`src/rtl/ex_mem_reg_pkg.sv`:
```
// ex_mem_reg_pkg -- shared pipeline definitions for the EX/MEM boundary.
//   DSIZE_DEF / RSIZE_DEF : default data/address and register-index widths.
//   ex_mem_t              : packed image of the fields captured at EX->MEM.
//   slot_live()           : an EX slot is really captured as live.
//   write_keep()          : a write enable that survives an ALU overflow.
package ex_mem_reg_pkg;

    localparam int DSIZE_DEF = 32;
    localparam int RSIZE_DEF = 5;

    typedef struct packed {
        logic                 valid;
        logic [DSIZE_DEF-1:0] alu_result;
        logic [RSIZE_DEF-1:0] rd;
        logic                 reg_we;
        logic                 mem_re;
        logic                 mem_we;
        logic [DSIZE_DEF-1:0] store_data;
        logic                 branch;
        logic [DSIZE_DEF-1:0] target;
    } ex_mem_t;

    // A slot is live when it holds an instruction, the hazard unit did not
    // squash it, and it is not the wrong-path instruction behind a redirect.
    function automatic logic slot_live(input logic valid,
                                       input logic kill,
                                       input logic redirect);
        return valid & ~kill & ~redirect;
    endfunction

    // An overflowing instruction must not commit its architectural writes.
    function automatic logic write_keep(input logic we,
                                        input logic overflow);
        return we & ~overflow;
    endfunction

endpackage

```
`src/rtl/ex_mem_reg_if.sv`:
```
// ex_mem_reg_if -- bundle of EX-side inputs and MEM-side outputs around the
// EX/MEM pipeline register.
//   slave  : the pipeline register (consumes ex_*, stall, exc_clr; drives
//            mem_*, redirect*, exc_*, fwd_*).
//   master : the surrounding pipeline (the opposite directions).
interface ex_mem_reg_if
    import ex_mem_reg_pkg::*;
#(
    parameter int DSize = DSIZE_DEF,
    parameter int RSize = RSIZE_DEF
);
    logic             ex_valid;
    logic             ex_kill;
    logic [DSize-1:0] ex_alu_result;
    logic             ex_overflow;
    logic             ex_branch_true;
    logic [DSize-1:0] ex_target;
    logic [DSize-1:0] ex_pc;
    logic [RSize-1:0] ex_rd;
    logic             ex_reg_we;
    logic             ex_mem_re;
    logic             ex_mem_we;
    logic [DSize-1:0] ex_store_data;
    logic             stall;
    logic             exc_clr;

    logic             mem_valid;
    logic [DSize-1:0] mem_alu_result;
    logic [RSize-1:0] mem_rd;
    logic             mem_reg_we;
    logic             mem_mem_re;
    logic             mem_mem_we;
    logic [DSize-1:0] mem_store_data;
    logic             redirect;
    logic [DSize-1:0] redirect_pc;
    logic             exc_flag;
    logic [DSize-1:0] exc_pc;
    logic             fwd_valid;
    logic [RSize-1:0] fwd_rd;
    logic [DSize-1:0] fwd_data;

    modport slave (
        input  ex_valid, ex_kill, ex_alu_result, ex_overflow, ex_branch_true,
               ex_target, ex_pc, ex_rd, ex_reg_we, ex_mem_re, ex_mem_we,
               ex_store_data, stall, exc_clr,
        output mem_valid, mem_alu_result, mem_rd, mem_reg_we, mem_mem_re,
               mem_mem_we, mem_store_data, redirect, redirect_pc, exc_flag,
               exc_pc, fwd_valid, fwd_rd, fwd_data
    );

    modport master (
        output ex_valid, ex_kill, ex_alu_result, ex_overflow, ex_branch_true,
               ex_target, ex_pc, ex_rd, ex_reg_we, ex_mem_re, ex_mem_we,
               ex_store_data, stall, exc_clr,
        input  mem_valid, mem_alu_result, mem_rd, mem_reg_we, mem_mem_re,
               mem_mem_we, mem_store_data, redirect, redirect_pc, exc_flag,
               exc_pc, fwd_valid, fwd_rd, fwd_data
    );

endinterface

```
`src/rtl/ex_mem_reg.sv`:
```
// ex_mem_reg -- EX/MEM pipeline register with branch redirect, overflow
// write-cancel, sticky overflow exception and MEM-stage forwarding source.
//   clk : rising-edge clock
//   rst : asynchronous active-low reset
//   bus : ex_mem_reg_if.slave -- ex_* / stall / exc_clr in; mem_*,
//         redirect, redirect_pc, exc_flag, exc_pc, fwd_* out.
// redirect and fwd_valid are pure AND terms of registered state so that an
// asserted reset removes them without waiting for a clock edge.
module ex_mem_reg
    import ex_mem_reg_pkg::*;
#(
    parameter int DSize = DSIZE_DEF,
    parameter int RSize = RSIZE_DEF
) (
    input  logic          clk,
    input  logic          rst,
    ex_mem_reg_if.slave   bus
);

    logic             mem_valid_r;
    logic [DSize-1:0] mem_alu_result_r;
    logic [RSize-1:0] mem_rd_r;
    logic             mem_reg_we_r;
    logic             mem_mem_re_r;
    logic             mem_mem_we_r;
    logic [DSize-1:0] mem_store_data_r;
    logic             mem_branch_r;
    logic [DSize-1:0] mem_target_r;
    logic             redirect_done_r;
    logic             exc_flag_r;
    logic [DSize-1:0] exc_pc_r;

    logic             redirect_s;
    logic             live_s;
    logic             ovf_capture_s;

    // Derive redirect, slot liveness and the overflow-capture event.
    always_comb begin
        redirect_s    = 1'b0;
        live_s        = 1'b0;
        ovf_capture_s = 1'b0;
        redirect_s    = mem_valid_r & mem_branch_r & ~redirect_done_r;
        live_s        = slot_live(bus.ex_valid, bus.ex_kill, redirect_s);
        if (!bus.stall) begin
            ovf_capture_s = live_s & bus.ex_overflow;
        end else begin
            ovf_capture_s = 1'b0;
        end
    end

    // Pipeline capture and one-shot redirect bookkeeping.
    always_ff @(posedge clk or negedge rst) begin
        if (!rst) begin
            mem_valid_r      <= 1'b0;
            mem_alu_result_r <= '0;
            mem_rd_r         <= '0;
            mem_reg_we_r     <= 1'b0;
            mem_mem_re_r     <= 1'b0;
            mem_mem_we_r     <= 1'b0;
            mem_store_data_r <= '0;
            mem_branch_r     <= 1'b0;
            mem_target_r     <= '0;
            redirect_done_r  <= 1'b0;
        end else if (!bus.stall) begin
            mem_valid_r      <= live_s;
            mem_alu_result_r <= bus.ex_alu_result;
            mem_rd_r         <= bus.ex_rd;
            mem_reg_we_r     <= write_keep(bus.ex_reg_we, bus.ex_overflow);
            mem_mem_re_r     <= bus.ex_mem_re;
            mem_mem_we_r     <= write_keep(bus.ex_mem_we, bus.ex_overflow);
            mem_store_data_r <= bus.ex_store_data;
            mem_branch_r     <= bus.ex_branch_true;
            mem_target_r     <= bus.ex_target;
            redirect_done_r  <= 1'b0;
        end else if (redirect_s) begin
            // The redirect was presented while stalled; suppress repeats
            // until the branch leaves the stage.
            redirect_done_r  <= 1'b1;
        end else begin
            redirect_done_r  <= redirect_done_r;
        end
    end

    // Sticky overflow exception: first PC wins unless cleared in the same cycle.
    always_ff @(posedge clk or negedge rst) begin
        if (!rst) begin
            exc_flag_r <= 1'b0;
            exc_pc_r   <= '0;
        end else if (bus.stall) begin
            exc_flag_r <= exc_flag_r;
            exc_pc_r   <= exc_pc_r;
        end else if (ovf_capture_s) begin
            exc_flag_r <= 1'b1;
            if (!exc_flag_r || bus.exc_clr) begin
                exc_pc_r <= bus.ex_pc;
            end else begin
                exc_pc_r <= exc_pc_r;
            end
        end else if (bus.exc_clr) begin
            exc_flag_r <= 1'b0;
            exc_pc_r   <= exc_pc_r;
        end else begin
            exc_flag_r <= exc_flag_r;
            exc_pc_r   <= exc_pc_r;
        end
    end

    assign bus.mem_valid      = mem_valid_r;
    assign bus.mem_alu_result = mem_alu_result_r;
    assign bus.mem_rd         = mem_rd_r;
    assign bus.mem_reg_we     = mem_reg_we_r;
    assign bus.mem_mem_re     = mem_mem_re_r;
    assign bus.mem_mem_we     = mem_mem_we_r;
    assign bus.mem_store_data = mem_store_data_r;
    assign bus.redirect       = redirect_s;
    assign bus.redirect_pc    = mem_target_r;
    assign bus.exc_flag       = exc_flag_r;
    assign bus.exc_pc         = exc_pc_r;
    assign bus.fwd_valid      = mem_valid_r & mem_reg_we_r;
    assign bus.fwd_rd         = mem_rd_r;
    assign bus.fwd_data       = mem_alu_result_r;

endmodule

```
`src/flat_wrapper.sv`:
```
// flat-port wrapper written by rule: the top's interface ports become plain ports
module ex_mem_reg_flat import ex_mem_reg_pkg::*;
#(
    parameter int DSize = DSIZE_DEF,
    parameter int RSize = RSIZE_DEF
)
  (clk, rst, bus_ex_valid, bus_ex_kill, bus_ex_alu_result, bus_ex_overflow, bus_ex_branch_true, bus_ex_target, bus_ex_pc, bus_ex_rd, bus_ex_reg_we, bus_ex_mem_re, bus_ex_mem_we, bus_ex_store_data, bus_stall, bus_exc_clr, bus_mem_valid, bus_mem_alu_result, bus_mem_rd, bus_mem_reg_we, bus_mem_mem_re, bus_mem_mem_we, bus_mem_store_data, bus_redirect, bus_redirect_pc, bus_exc_flag, bus_exc_pc, bus_fwd_valid, bus_fwd_rd, bus_fwd_data);
  ex_mem_reg_if #(.DSize(DSize), .RSize(RSize)) bus_i ();
  input  logic clk;
  input  logic rst;
  input wire logic [$bits(bus_i.ex_valid)-1:0] bus_ex_valid;
  input wire logic [$bits(bus_i.ex_kill)-1:0] bus_ex_kill;
  input wire logic [$bits(bus_i.ex_alu_result)-1:0] bus_ex_alu_result;
  input wire logic [$bits(bus_i.ex_overflow)-1:0] bus_ex_overflow;
  input wire logic [$bits(bus_i.ex_branch_true)-1:0] bus_ex_branch_true;
  input wire logic [$bits(bus_i.ex_target)-1:0] bus_ex_target;
  input wire logic [$bits(bus_i.ex_pc)-1:0] bus_ex_pc;
  input wire logic [$bits(bus_i.ex_rd)-1:0] bus_ex_rd;
  input wire logic [$bits(bus_i.ex_reg_we)-1:0] bus_ex_reg_we;
  input wire logic [$bits(bus_i.ex_mem_re)-1:0] bus_ex_mem_re;
  input wire logic [$bits(bus_i.ex_mem_we)-1:0] bus_ex_mem_we;
  input wire logic [$bits(bus_i.ex_store_data)-1:0] bus_ex_store_data;
  input wire logic [$bits(bus_i.stall)-1:0] bus_stall;
  input wire logic [$bits(bus_i.exc_clr)-1:0] bus_exc_clr;
  output wire logic [$bits(bus_i.mem_valid)-1:0] bus_mem_valid;
  output wire logic [$bits(bus_i.mem_alu_result)-1:0] bus_mem_alu_result;
  output wire logic [$bits(bus_i.mem_rd)-1:0] bus_mem_rd;
  output wire logic [$bits(bus_i.mem_reg_we)-1:0] bus_mem_reg_we;
  output wire logic [$bits(bus_i.mem_mem_re)-1:0] bus_mem_mem_re;
  output wire logic [$bits(bus_i.mem_mem_we)-1:0] bus_mem_mem_we;
  output wire logic [$bits(bus_i.mem_store_data)-1:0] bus_mem_store_data;
  output wire logic [$bits(bus_i.redirect)-1:0] bus_redirect;
  output wire logic [$bits(bus_i.redirect_pc)-1:0] bus_redirect_pc;
  output wire logic [$bits(bus_i.exc_flag)-1:0] bus_exc_flag;
  output wire logic [$bits(bus_i.exc_pc)-1:0] bus_exc_pc;
  output wire logic [$bits(bus_i.fwd_valid)-1:0] bus_fwd_valid;
  output wire logic [$bits(bus_i.fwd_rd)-1:0] bus_fwd_rd;
  output wire logic [$bits(bus_i.fwd_data)-1:0] bus_fwd_data;
  assign bus_i.ex_valid = bus_ex_valid;
  assign bus_i.ex_kill = bus_ex_kill;
  assign bus_i.ex_alu_result = bus_ex_alu_result;
  assign bus_i.ex_overflow = bus_ex_overflow;
  assign bus_i.ex_branch_true = bus_ex_branch_true;
  assign bus_i.ex_target = bus_ex_target;
  assign bus_i.ex_pc = bus_ex_pc;
  assign bus_i.ex_rd = bus_ex_rd;
  assign bus_i.ex_reg_we = bus_ex_reg_we;
  assign bus_i.ex_mem_re = bus_ex_mem_re;
  assign bus_i.ex_mem_we = bus_ex_mem_we;
  assign bus_i.ex_store_data = bus_ex_store_data;
  assign bus_i.stall = bus_stall;
  assign bus_i.exc_clr = bus_exc_clr;
  assign bus_mem_valid = bus_i.mem_valid;
  assign bus_mem_alu_result = bus_i.mem_alu_result;
  assign bus_mem_rd = bus_i.mem_rd;
  assign bus_mem_reg_we = bus_i.mem_reg_we;
  assign bus_mem_mem_re = bus_i.mem_mem_re;
  assign bus_mem_mem_we = bus_i.mem_mem_we;
  assign bus_mem_store_data = bus_i.mem_store_data;
  assign bus_redirect = bus_i.redirect;
  assign bus_redirect_pc = bus_i.redirect_pc;
  assign bus_exc_flag = bus_i.exc_flag;
  assign bus_exc_pc = bus_i.exc_pc;
  assign bus_fwd_valid = bus_i.fwd_valid;
  assign bus_fwd_rd = bus_i.fwd_rd;
  assign bus_fwd_data = bus_i.fwd_data;
  ex_mem_reg #(.DSize(DSize), .RSize(RSize)) u_core (.clk(clk), .rst(rst), .bus(bus_i));
endmodule
```
`config.mk`:
```
export PLATFORM = sky130hd
export DESIGN_NAME = ex_mem_reg_flat
export DESIGN_NICKNAME = d
export VERILOG_FILES = /design/src/rtl/ex_mem_reg_pkg.sv /design/src/rtl/ex_mem_reg_if.sv /design/src/rtl/ex_mem_reg.sv /design/src/flat_wrapper.sv
export SDC_FILE = /design/constraint.sdc
export NUM_CORES = 1
export LEC_CHECK = 0
export ABC_CLOCK_PERIOD_IN_PS = 2080
export BUFFER_PORTS_ARGS = -buffer_cell sky130_fd_sc_hd__clkbuf_2
export CORE_AREA = 3 3 125 127
export CTS_CLUSTER_SIZE = 28
export DETAILED_ROUTE_END_ITERATION = 10
export DIE_AREA = 0 0 128 130
export MAX_ROUTING_LAYER = met4
export PLACE_DENSITY = 0.72
export SLEW_MARGIN = 20
export SYNTH_ARGS = -nofsm -noshare
export SYNTH_HDL_FRONTEND = slang
export SYNTH_SLANG_ARGS = --single-unit
```
`constraint.sdc`:
```
create_clock -name clk -period 2.08 [get_ports clk]
set_clock_uncertainty 0.1 [all_clocks]
set_input_delay 0 -clock clk [delete_from_list [all_inputs] [get_ports clk]]
set_output_delay 0 -clock clk [all_outputs]
set_load 0.01 [all_outputs]
```
==> results of run 1 <==
## stage by stage
stage | setup slack, ns | total power, µW | cell area, µm² | hold WS [ns] | util [%]
floorplan | 0.5676 | 4167 | 5634 | -0.3956 | -
global placement | 0.4651 | 4802 | 7188 | -0.07691 | 49.46
detailed placement | 0.3967 | 4855 | 7188 | -0.06716 | 49.46
CTS | 0.3766 | 8290 | 9256 | 0.05460 | 63.69
global route | 0.3128 | 8594 | 9256 | 0.09033 | 63.69
finish | 0.3647 | 8244 | 9264 | 0.04638 | 63.74
## logic make-up after synthesis
kind of cell / count (synthesis) / share of synthesized area, %
AOI/OAI and AO/OA: 6 / 1.199
and+or+nand+nor: 6 / 0.8663
muxes: 135 / 28.98
DFF: 140 / 62.18
buffers and inverters: 54 / 6.773
## worst max-delay path: cells and delay by family, from the launching register on
kind            cells  cell delay, ns
buf+inv             1            0.56
flops               1            0.37
compound gates      1            0.31
simple gates        1            0.26
## registers in the layout (all words and copies together), names as in the netlist
register and cells:
u_core.bus.fwd_data 32, u_core.bus.exc_flag 1, u_core.mem_branch_r 1, u_core.bus.redirect_pc 32, u_core.bus.mem_mem_we 1, u_core.bus.mem_valid 1, u_core.bus.exc_pc 32, u_core.bus.mem_mem_re 1
u_core.bus.mem_reg_we 1, u_core.redirect_done_r 1, u_core.bus.fwd_rd 5, u_core.bus.mem_store_data 32
## layer usage
metal / GRT usage, % / part of all wire, % / up-vias
met1: 21.28 / 37 / 2156
li1: - / - / 2029
met3: 4.707 / 6.0 / 43
met5: - / 0 / -
met4: 9.800 / 3.0 / 0
met2: 37.06 / 54 / 201
## power groups by stage
stage | Sequential (µW) | Clock (µW) | Combinational [µW]
floorplan | 3520 | 0 | 646
detailed placement | 3380 | 0 | 1480
global route | 3390 | 3380 | 1820
global placement | 3360 | 0 | 1440
finish | 3350 | 3190 | 1700
CTS | 3340 | 3250 | 1700
## cells in the mapped netlist (all sizes together)
| cell | n |
|---|---|
| a21oi | 1 |
| a22o | 3 |
| a32o | 1 |
| and2 | 1 |
| buf | 52 |
| dfrtp | 140 |
| inv | 2 |
| mux2 | 135 |
| nand2b | 1 |
| nand3b | 1 |
| nor2 | 1 |
| nor2b | 1 |
| nor3b | 1 |
| o2111ai | 1 |
## worst paths after layout
| kind | from | to | slack [ns] |
|---|---|---|---|
| worst max-delay path | u_core.redirect_done_r | u_core.bus.exc_flag | 0.36 |
| worst min-delay path | rst | u_core.bus.redirect_pc[7] | 0.05 |
| worst max register to register | u_core.redirect_done_r | u_core.bus.exc_flag | 0.36 |
| worst min register to register | u_core.bus.redirect_pc[7] | u_core.bus.redirect_pc[7] | 0.40 |
| max in group asynchronous | rst | u_core.bus.fwd_data[29] | 1.17 |
| min in group clk | bus_stall | u_core.redirect_done_r | 0.11 |
## layout make-up
type                            count  area [µm²]
Sequential cell                   140        3503
Clock buffer                       21       470.5
Fill cell                        1073        5270
Tap cell                          184       230.2
Inverter                            2       7.507
Timing Repair Buffer              469        3139
Clock inverter                     11       156.4
Multi-Input combinational cell    147        1749
Antenna cell                        3       7.507
## what timing repair did
item	CTS	global route
hold endpoints to repair	279	0
hold buffers	144	0
setup endpoints to repair	0	0
==> results_dict.tcl, run 1 <==
set metrics [dict create \
    max_freq_ghz 0.5830 \
    hold_viol 0 \
    yosysWarnings 0 \
    ios 321 \
    hp-class "input port to async pin" \
    cts_max_level 4 \
    routedWlPerCell_um 17.02 \
    p_seq_share_pct 40.6 \
    seq_area_frac_synth_pct 62.18 \
    reg2regPathDepth 3 \
    die_w_um 128 \
    die_h_um 130 \
    grt_pass1_wl_mm 25.94 \
    drt-pass1-iter-count 4 \
    fin_cells 977 \
    synthesis.area_um2 5634 \
    critical_path_class "flip-flop to flip-flop" \
    start_kind "flip-flop" \
    final_cell_mix "clkbuf_2 (318), dlygate4sd3_1 (144), dfrtp_1 (140), mux2_2 (105), mux2_4 (30)" \
    switchingPower_uw 2175 \
    ir_drop_mv 0.5028 \
    p_per_area_nw_per_um2 890.0 \
    switching_share_pct 26.38 \
    numCtsBuffers 17 \
    final_common_cell "clkbuf_2" \
    vias 4429 \
    finalSetupViolCount 0 \
    syn_inst 341 \
    ys_top_cells_by_area "dfrtp_1 (62%), mux2_2 (21%), mux2_4 (8.0%), buf_4 (5.1%), buf_2 (0.98%)" \
    drv_slew 0 \
    clockPowerShare_pct 38.7 \
    yosys_register_bits 140 \
    path_max_fanout 4 \
    postCtsSetupBuffers 0 \
    synth_top_area_cell "dfrtp_1" \
    syn_to_final_growth_pct 64.42 \
    slowest_stage "dlygate4sd3_1" \
    wl_mm 16.63 \
    clock-root-buffer "clkbuf_16" \
    vias_per_cell 4.533 \
    relSlewSlack_pct 57.31 \
    grt_max_degree 110 \
    post-place-cells 798 \
    core_region_area_um2 14530 \
    die-area_um2 16640 \
    place_congestion 0.8104 \
    cts_resized 0 \
    status "completed" \
    synth_nets 485 \
    critPathRequiredTime_ns 2.27 \
    clock_path_buffers 2 \
    setup.worst_path.end_class "flip-flop" \
    ys_types 17 \
    comb_power_share_pct 20.6 \
    drv_cap 0 \
    start_util_pct 38.77 \
    postRouteAntennaNets 0 \
    rsz0062_at_grt "false" \
    fin_crit_ns 1.715 \
    overflow 0 \
    p_int_uw 6070 \
    nNetsFinal 921 \
    worstSkewPairLatency_ns 0.40 \
    final.setup.tns_ns 0 \
    drive_gt1_share_pct 62.41 \
    fin_crit_sh_pct 82.47 \
    drc 0 \
    crit_chain "nand3b_1 > a32o_1 > dlygate4sd3_1" \
    p_leak_uw 0.004685 \
    synth_top_cell_area_share_pct 62.18 \
    grt_pass1_vias 5077 \
    avgSynthCellArea_um2 16.52 \
    row_count 44 \
    cts_tree "yes" \
    tightest_slew_ns 0.6404 \
    clk_pin_slew_worst_paths_ns 0.06 \
    crit_path_max_incr_delay_ns 0.56 \
    grt_antenna_before_repair 0 \
    clock-sinks 140 \
    dp_hpwl_mm 10.39 \
    portBuffers 320 \
    grt_use_total_pct 20.59 \
    cp.arrival_ns 1.90 \
    drt-initial-drc-count 176 \
]
No activity file was read; power rests on OpenSTA's default activity.
==> run 2, diff against run 1 <==
--- a/config.mk
+++ b/config.mk
@@ -5,14 +5,14 @@
 export SDC_FILE = /design/constraint.sdc
 export NUM_CORES = 1
 export LEC_CHECK = 0
-export ABC_CLOCK_PERIOD_IN_PS = 2080
+export ABC_CLOCK_PERIOD_IN_PS = 1400
 export BUFFER_PORTS_ARGS = -buffer_cell sky130_fd_sc_hd__clkbuf_2
-export CORE_AREA = 3 3 125 127
+export CORE_MARGIN = 3
+export CORE_UTILIZATION = 40
 export CTS_CLUSTER_SIZE = 28
 export DETAILED_ROUTE_END_ITERATION = 10
-export DIE_AREA = 0 0 128 130
 export MAX_ROUTING_LAYER = met4
-export PLACE_DENSITY = 0.72
+export PLACE_DENSITY = 0.78
 export SLEW_MARGIN = 20
 export SYNTH_ARGS = -nofsm -noshare
 export SYNTH_HDL_FRONTEND = slang
==> constraint.sdc (replaced) <==
create_clock -name clk -period 1.4 [get_ports clk]
set_clock_uncertainty 0.1 [all_clocks]
set_input_delay 0 -clock clk [delete_from_list [all_inputs] [get_ports clk]]
set_output_delay 0 -clock clk [all_outputs]
set_load 0.01 [all_outputs]
==> results_dict.tcl, run 2 (synthesized netlist as in run 1, its figures left out) <==
set metrics [dict create \
    status "finished, violations left" \
    violations "negative setup slack" \
    cts_tree "yes" \
    drc 0 \
    total_power_uw 12290 \
    min_to "u_core.bus.mem_valid" \
    clock-sinks 140 \
    rrSetupSlack_ns -0.13 \
    fin_crit_sh_pct 109.3 \
    final_common_cell "clkbuf_2" \
    rsz0062_at_grt "true" \
    cp_top_family "flip-flops" \
    crit_chain "nand3b_1 > o2111ai_4 > buf_12 > mux2_4" \
    start_kind "flip-flop" \
    hold_viol 0 \
    clock-root-buffer "clkbuf_16" \
    drv_slew 0 \
    vias_per_cell 4.668 \
    cts_max_level 4 \
    clk_pin_slew_worst_paths_ns 0.06 \
    worstSkewPairLatency_ns 0.40 \
    place_congestion 0.8413 \
    numCtsBuffers 17 \
    routedWlPerCell_um 17.68 \
    vias 4565 \
    hp-class "input port to flip-flop" \
    drt-initial-drc-count 147 \
    fillers 887 \
    tightest_slew_ns 0.6650 \
    nNetsFinal 930 \
    crit_path_max_incr_delay_ns 0.37 \
    clock_path_buffers 2 \
    critical_path_buf_inv_count 1 \
    grt_pass1_wl_mm 27.46 \
    min_from "bus_ex_kill" \
    postRouteAntennaNets 0 \
    cp.arrival_ns 1.71 \
    path_max_fanout 20 \
    ir_drop_mv 0.8449 \
    cp.depth 4 \
    min_path_cells 4 \
    core_region_area_um2 13510 \
    fin_cells 978 \
    ios 321 \
    reg2regPathDepth 4 \
    r2r_end "u_core.bus.exc_pc[0]" \
    max_freq_ghz 0.6537 \
    die-area_um2 15550 \
    register_area_um2 3503 \
    dp_hpwl_mm 10.53 \
    finalSetupViolCount 33 \
    start_util_pct 41.72 \
    final.setup.tns_ns -3.281 \
    portBuffers 320 \
    drv_cap 0 \
    grt_antenna_before_repair 2 \
    row_count 42 \
    grt_max_degree 110 \
    wl_mm 17.29 \
    fin_ws_ns -0.1296 \
    drt-pass1-iter-count 4 \
    die_w_um 124.7 \
    relSlewSlack_pct 55.66 \
    slowest_stage "dfrtp_1" \
    p_per_area_nw_per_um2 1314 \
    fin_crit_ns 1.530 \
    multi_input_area_um2 1749 \
    syn_to_final_growth_pct 65.96 \
    final_cell_mix "clkbuf_2 (317), dlygate4sd3_1 (142), dfrtp_1 (140), mux2_2 (105), mux2_4 (30)" \
    overflow 0 \
    critical_path_class "flip-flop to flip-flop" \
    post-place-cells 797 \
    drive_gt1_share_pct 63.08 \
    fin_util_pct 69.23 \
    die_h_um 124.7 \
    critPathRequiredTime_ns 1.58 \
    grt_use_total_pct 23.06 \
    grt_pass1_vias 5196 \
    r2r-start "u_core.redirect_done_r" \
    p_leak_uw 0.004731 \
    setup.worst_path.end_class "flip-flop" \
]
-- run 2: changes by cell type in the layout (fill, tap and decap cells not counted), sizes merged --
cell,change
buf,+12
bufinv,+1
clkbuf,-3
clkinv,+3
dlygate4sd3,-2
inv,-2
-- run 2: worst max-delay path by stage --
stage	end	startpoint
CTS	u_core.bus.exc_pc[17]	u_core.redirect_done_r
global placement	u_core.bus.exc_pc[22]	u_core.redirect_done_r
detailed placement	u_core.bus.exc_pc[26]	u_core.redirect_done_r
global route	u_core.bus.exc_pc[3]	u_core.redirect_done_r
floorplan	u_core.bus.exc_pc[0]	u_core.bus.mem_valid
finish	u_core.bus.exc_pc[0]	u_core.redirect_done_r
-- run 2: through the flow --
| stage | cell area [µm²] | hold WS (ns) | setup WS (ns) |
|---|---|---|---|
| floorplan | 5634 | -0.3956 | -0.08902 |
| global placement | 7231 | -0.1828 | -0.07486 |
| detailed placement | 7231 | -0.1804 | -0.1080 |
| CTS | 9306 | 0.01380 | -0.1133 |
| global route | 9350 | 0.04911 | -0.1818 |
| finish | 9350 | 0.05138 | -0.1296 |
-- run 2: report_power, final --
group / leakage [µW] / switching [µW] / internal, µW
registers: 0.00166 / 383 / 4610
logic: 0.00278 / 1120 / 1470
clock network: 0.000294 / 1710 / 3000
total: 0.00473 / 3220 / 9070
-- run 2: layer usage --
metal	track usage, %	part of all wire (%)	vias up
met1	23.30	36	2234
met3	6.389	6.0	62
met5	-	0	-
met4	12.44	4.2	0
li1	-	-	2041
met2	40.39	54	228
-- run 2: final cells by class --
type	count	share of cell area [%]
repair buffers	478	34.63
multi-input cells	147	18.71
flip-flops and latches	140	37.47
well taps	176	2.355
inverters	2	0.08029
clock inverters	13	2.047
diodes	3	0.08029
clock buffers	19	4.630
-- run 2: what timing repair did --
action,4_1_cts,5_1_grt
resized for setup,3,5
buffers inserted,1,3
setup endpoints to repair,32,85
hold buffers,143,0
pin swaps,0,1
endpoints found under the hold margin,278,0
-- run 2: tightest hold or removal path, stage by stage --
cell	delay, ns
clkbuf_2	0.11
nor3b_4	0.06
buf_4	0.13
a22o_1	0.20
==> run 3, diff against run 2 <==
--- a/config.mk
+++ b/config.mk
@@ -5,6 +5,7 @@
 export SDC_FILE = /design/constraint.sdc
 export NUM_CORES = 1
 export LEC_CHECK = 0
+export ABC_AREA = 1
 export ABC_CLOCK_PERIOD_IN_PS = 1400
 export BUFFER_PORTS_ARGS = -buffer_cell sky130_fd_sc_hd__clkbuf_2
 export CORE_MARGIN = 3
@@ -12,8 +13,9 @@
 export CTS_CLUSTER_SIZE = 28
 export DETAILED_ROUTE_END_ITERATION = 10
 export MAX_ROUTING_LAYER = met4
-export PLACE_DENSITY = 0.78
+export PLACE_DENSITY = 0.77
 export SLEW_MARGIN = 20
 export SYNTH_ARGS = -nofsm -noshare
 export SYNTH_HDL_FRONTEND = slang
 export SYNTH_SLANG_ARGS = --single-unit
+export TNS_END_PERCENT = 10
==> results_dict.tcl, run 3 <==
set metrics [dict create \
    final_cell_mix "nand2_1 (381), clkbuf_2 (318), dlygate4sd3_1 (179), dfrtp_1 (140), nand4_1 (32)" \
    row_count 43 \
    start_kind "flip-flop" \
    numCtsBuffers 17 \
    synth_edf_count 0 \
    status "completed" \
    syn_inst 647 \
    placed_cell_area_um2 7300 \
    drt-initial-drc-count 450 \
    hold_viol 0 \
    grt_pass1_wl_mm 32.62 \
    cts_max_level 4 \
    synth_top_area_cell "dfrtp_1" \
    ys_top_cells_by_area "dfrtp_1 (61%), nand2_1 (25%), buf_4 (4.8%), nand4_1 (3.5%), buf_6 (1.4%)" \
    fin_crit_sh_pct 97.05 \
    clock-sinks 140 \
    nNetsFinal 1257 \
    synth_compound_area_share_pct 0.4348 \
    relSlewSlack_pct 71.85 \
    synth.most_common_cell "nand2_1" \
    ys_async_sr_fraction_pct 100.0 \
    path_common_cell "nand2_1" \
    total_power_uw 11680 \
    fin_ws_ns 0.04133 \
    final_common_cell "nand2_1" \
    p_leak_uw 0.005483 \
    yosys.area_share.simple_pct 29.67 \
    wl_mm 20.28 \
    crit_chain "nand2_1 > nand2_1 > dlygate4sd3_1" \
    clk_pin_slew_worst_paths_ns 0.06 \
    die_h_um 126.0 \
    synth_ff_type "dfrtp_1" \
    rsz0062_at_grt "true" \
    p_per_area_nw_per_um2 1201 \
    critPathRequiredTime_ns 1.58 \
    synth_xor_area_share_pct 0 \
    grt_antenna_before_repair 1 \
    routedWlPerCell_um 15.51 \
    comb_power_share_pct 20.5 \
    synthesis.area_um2 5756 \
    ys_types 18 \
    overflow 0 \
    synth_top_cell_area_share_pct 60.87 \
    slowest_stage "dlygate4sd3_1" \
    drc 0 \
    yosys.area_share.adder_pct 0 \
    ir_drop_mv 0.7450 \
    postRouteAntennaNets 0 \
    switchingPower_uw 3248 \
    grt_use_total_pct 26.33 \
    crit_path_max_incr_delay_ns 0.58 \
    portBuffers 320 \
    holdWs_ns 0.01246 \
    place_ws_ns -0.1453 \
    p_int_uw 8427 \
    core_region_area_um2 13990 \
    yosys_register_bits 140 \
    place_congestion 0.8261 \
    grt_pass1_vias 6494 \
    worstSkewPairLatency_ns 0.40 \
    p_seq_share_pct 41.6 \
    yosysWarnings 0 \
    grt_max_degree 82 \
    final.setup.tns_ns 0 \
    fin_crit_ns 1.359 \
    final_area_um2 9719 \
    hp-class "input port to flip-flop" \
    drv_cap 0 \
    setup.worst_path.end_class "flip-flop" \
    die-area_um2 15860 \
    vias_per_cell 4.809 \
    clockPowerShare_pct 37.9 \
    drive_gt1_share_pct 33.69 \
    cp.arrival_ns 1.54 \
    critical_path_class "flip-flop to flip-flop" \
    synthMuxAreaShare_pct 0 \
    seq_area_frac_synth_pct 60.87 \
    tightest_slew_ns 0.4223 \
    path_max_fanout 2 \
    drv_slew 0 \
    synth_common_cells "nand2_1 (381), dfrtp_1 (140), buf_4 (37)" \
    die_w_um 126.0 \
    dp_hpwl_mm 11.63 \
    synth_top_family_by_area "simple AND/OR/NAND/NOR gates" \
    avgSynthCellArea_um2 8.896 \
    drt-pass1-iter-count 5 \
    ios 321 \
    max_freq_ghz 0.7360 \
    synth_nets 791 \
    vias 6285 \
    clock_path_buffers 2 \
    cts_tree "yes" \
    start_util_pct 41.14 \
    switching_share_pct 27.82 \
    syn_to_final_growth_pct 68.87 \
    finalSetupViolCount 0 \
    clock-root-buffer "clkbuf_16" \
]
## run 3: changes by cell type in the layout (fill, tap and decap cells not counted), moves of 3 or more
cell           before  now
buf_12              2    5
clkbuf_8            0    3
buf_4              10   16
a22o_1              3    0
mux2_2            105    0
nand4_1             0   32
buf_6               4    1
dlygate4sd3_1     142  179
nor2_4              0    4
o21ai_0             0    3
mux2_4             30    0
nand2_1             0  381
inv_1               1    7
## run 3: metal layers
layer  track usage [%]  part of all wire [%]  vias to the layer above
met2             43.38                    50                      369
met3             5.725                   8.2                       75
met4             13.25                   4.0                        0
li1                  -                     -                     2892
met5                 -                     0                        -
met1             30.47                    37                     2949
## run 3: timing repair
action,CTS,global route
hold buffers,179,0
endpoints found under the hold margin,279,0
gates cloned,1,0
pin swaps,1,1
setup buffers,0,1
setup endpoints to repair,33,14
resized for setup,1,2
## run 3: final timing paths
kind                                       start  depth (start not counted)                      end  slack, ns
max                        u_core.bus.mem_mem_re                          3    u_core.bus.mem_mem_re       0.04
min                                    bus_stall                          4  u_core.bus.fwd_data[15]       0.01
max reg2reg                u_core.bus.mem_mem_re                          3    u_core.bus.mem_mem_re       0.04
min reg2reg                u_core.bus.exc_pc[12]                          2    u_core.bus.exc_pc[12]       0.37
max in group asynchronous                    rst                          4  u_core.bus.fwd_data[15]       0.13
min in group asynchronous                    rst                          3    u_core.bus.exc_pc[10]       0.52
## run 3: logic make-up after synthesis
family                 count (synthesis)
DFF                                  140
AOI/OAI and AO/OA                      5
buffers and inverters                 81
and+or+nand+nor                      421
## run 3: critical path: cells and delay by family (launching register included)
family,cells,cell delay [ns]
flip-flops,1,0.40
buffers and inverters,1,0.58
AND/OR/NAND/NOR,2,0.15
## run 3: power groups by stage
stage	Sequential (µW)	Combinational [µW]	Clock, µW
after floorplan	5080	730	0
after global routing	4900	2610	4680
after CTS	4830	2340	4490
final	4850	2400	4420
after detailed placement	4890	1890	0
after global placement	4880	1850	0
## run 3: through the flow
stage               std cells  utilization [%]
floorplan                 647                -
global placement         1093            52.18
detailed placement       1093            52.18
CTS                      1304            69.27
global route             1306            69.46
finish                   1307            69.48
## run 3: final cells by class
class,count,area [µm²]
clock inverters,10,116.4
flip-flops and latches,140,3503
well taps,180,225.2
inverters,8,35.03
diodes,2,5.005
multi-input cells,427,1749
repair buffers,519,3615
clock buffers,21,470.5
fillers,946,4269
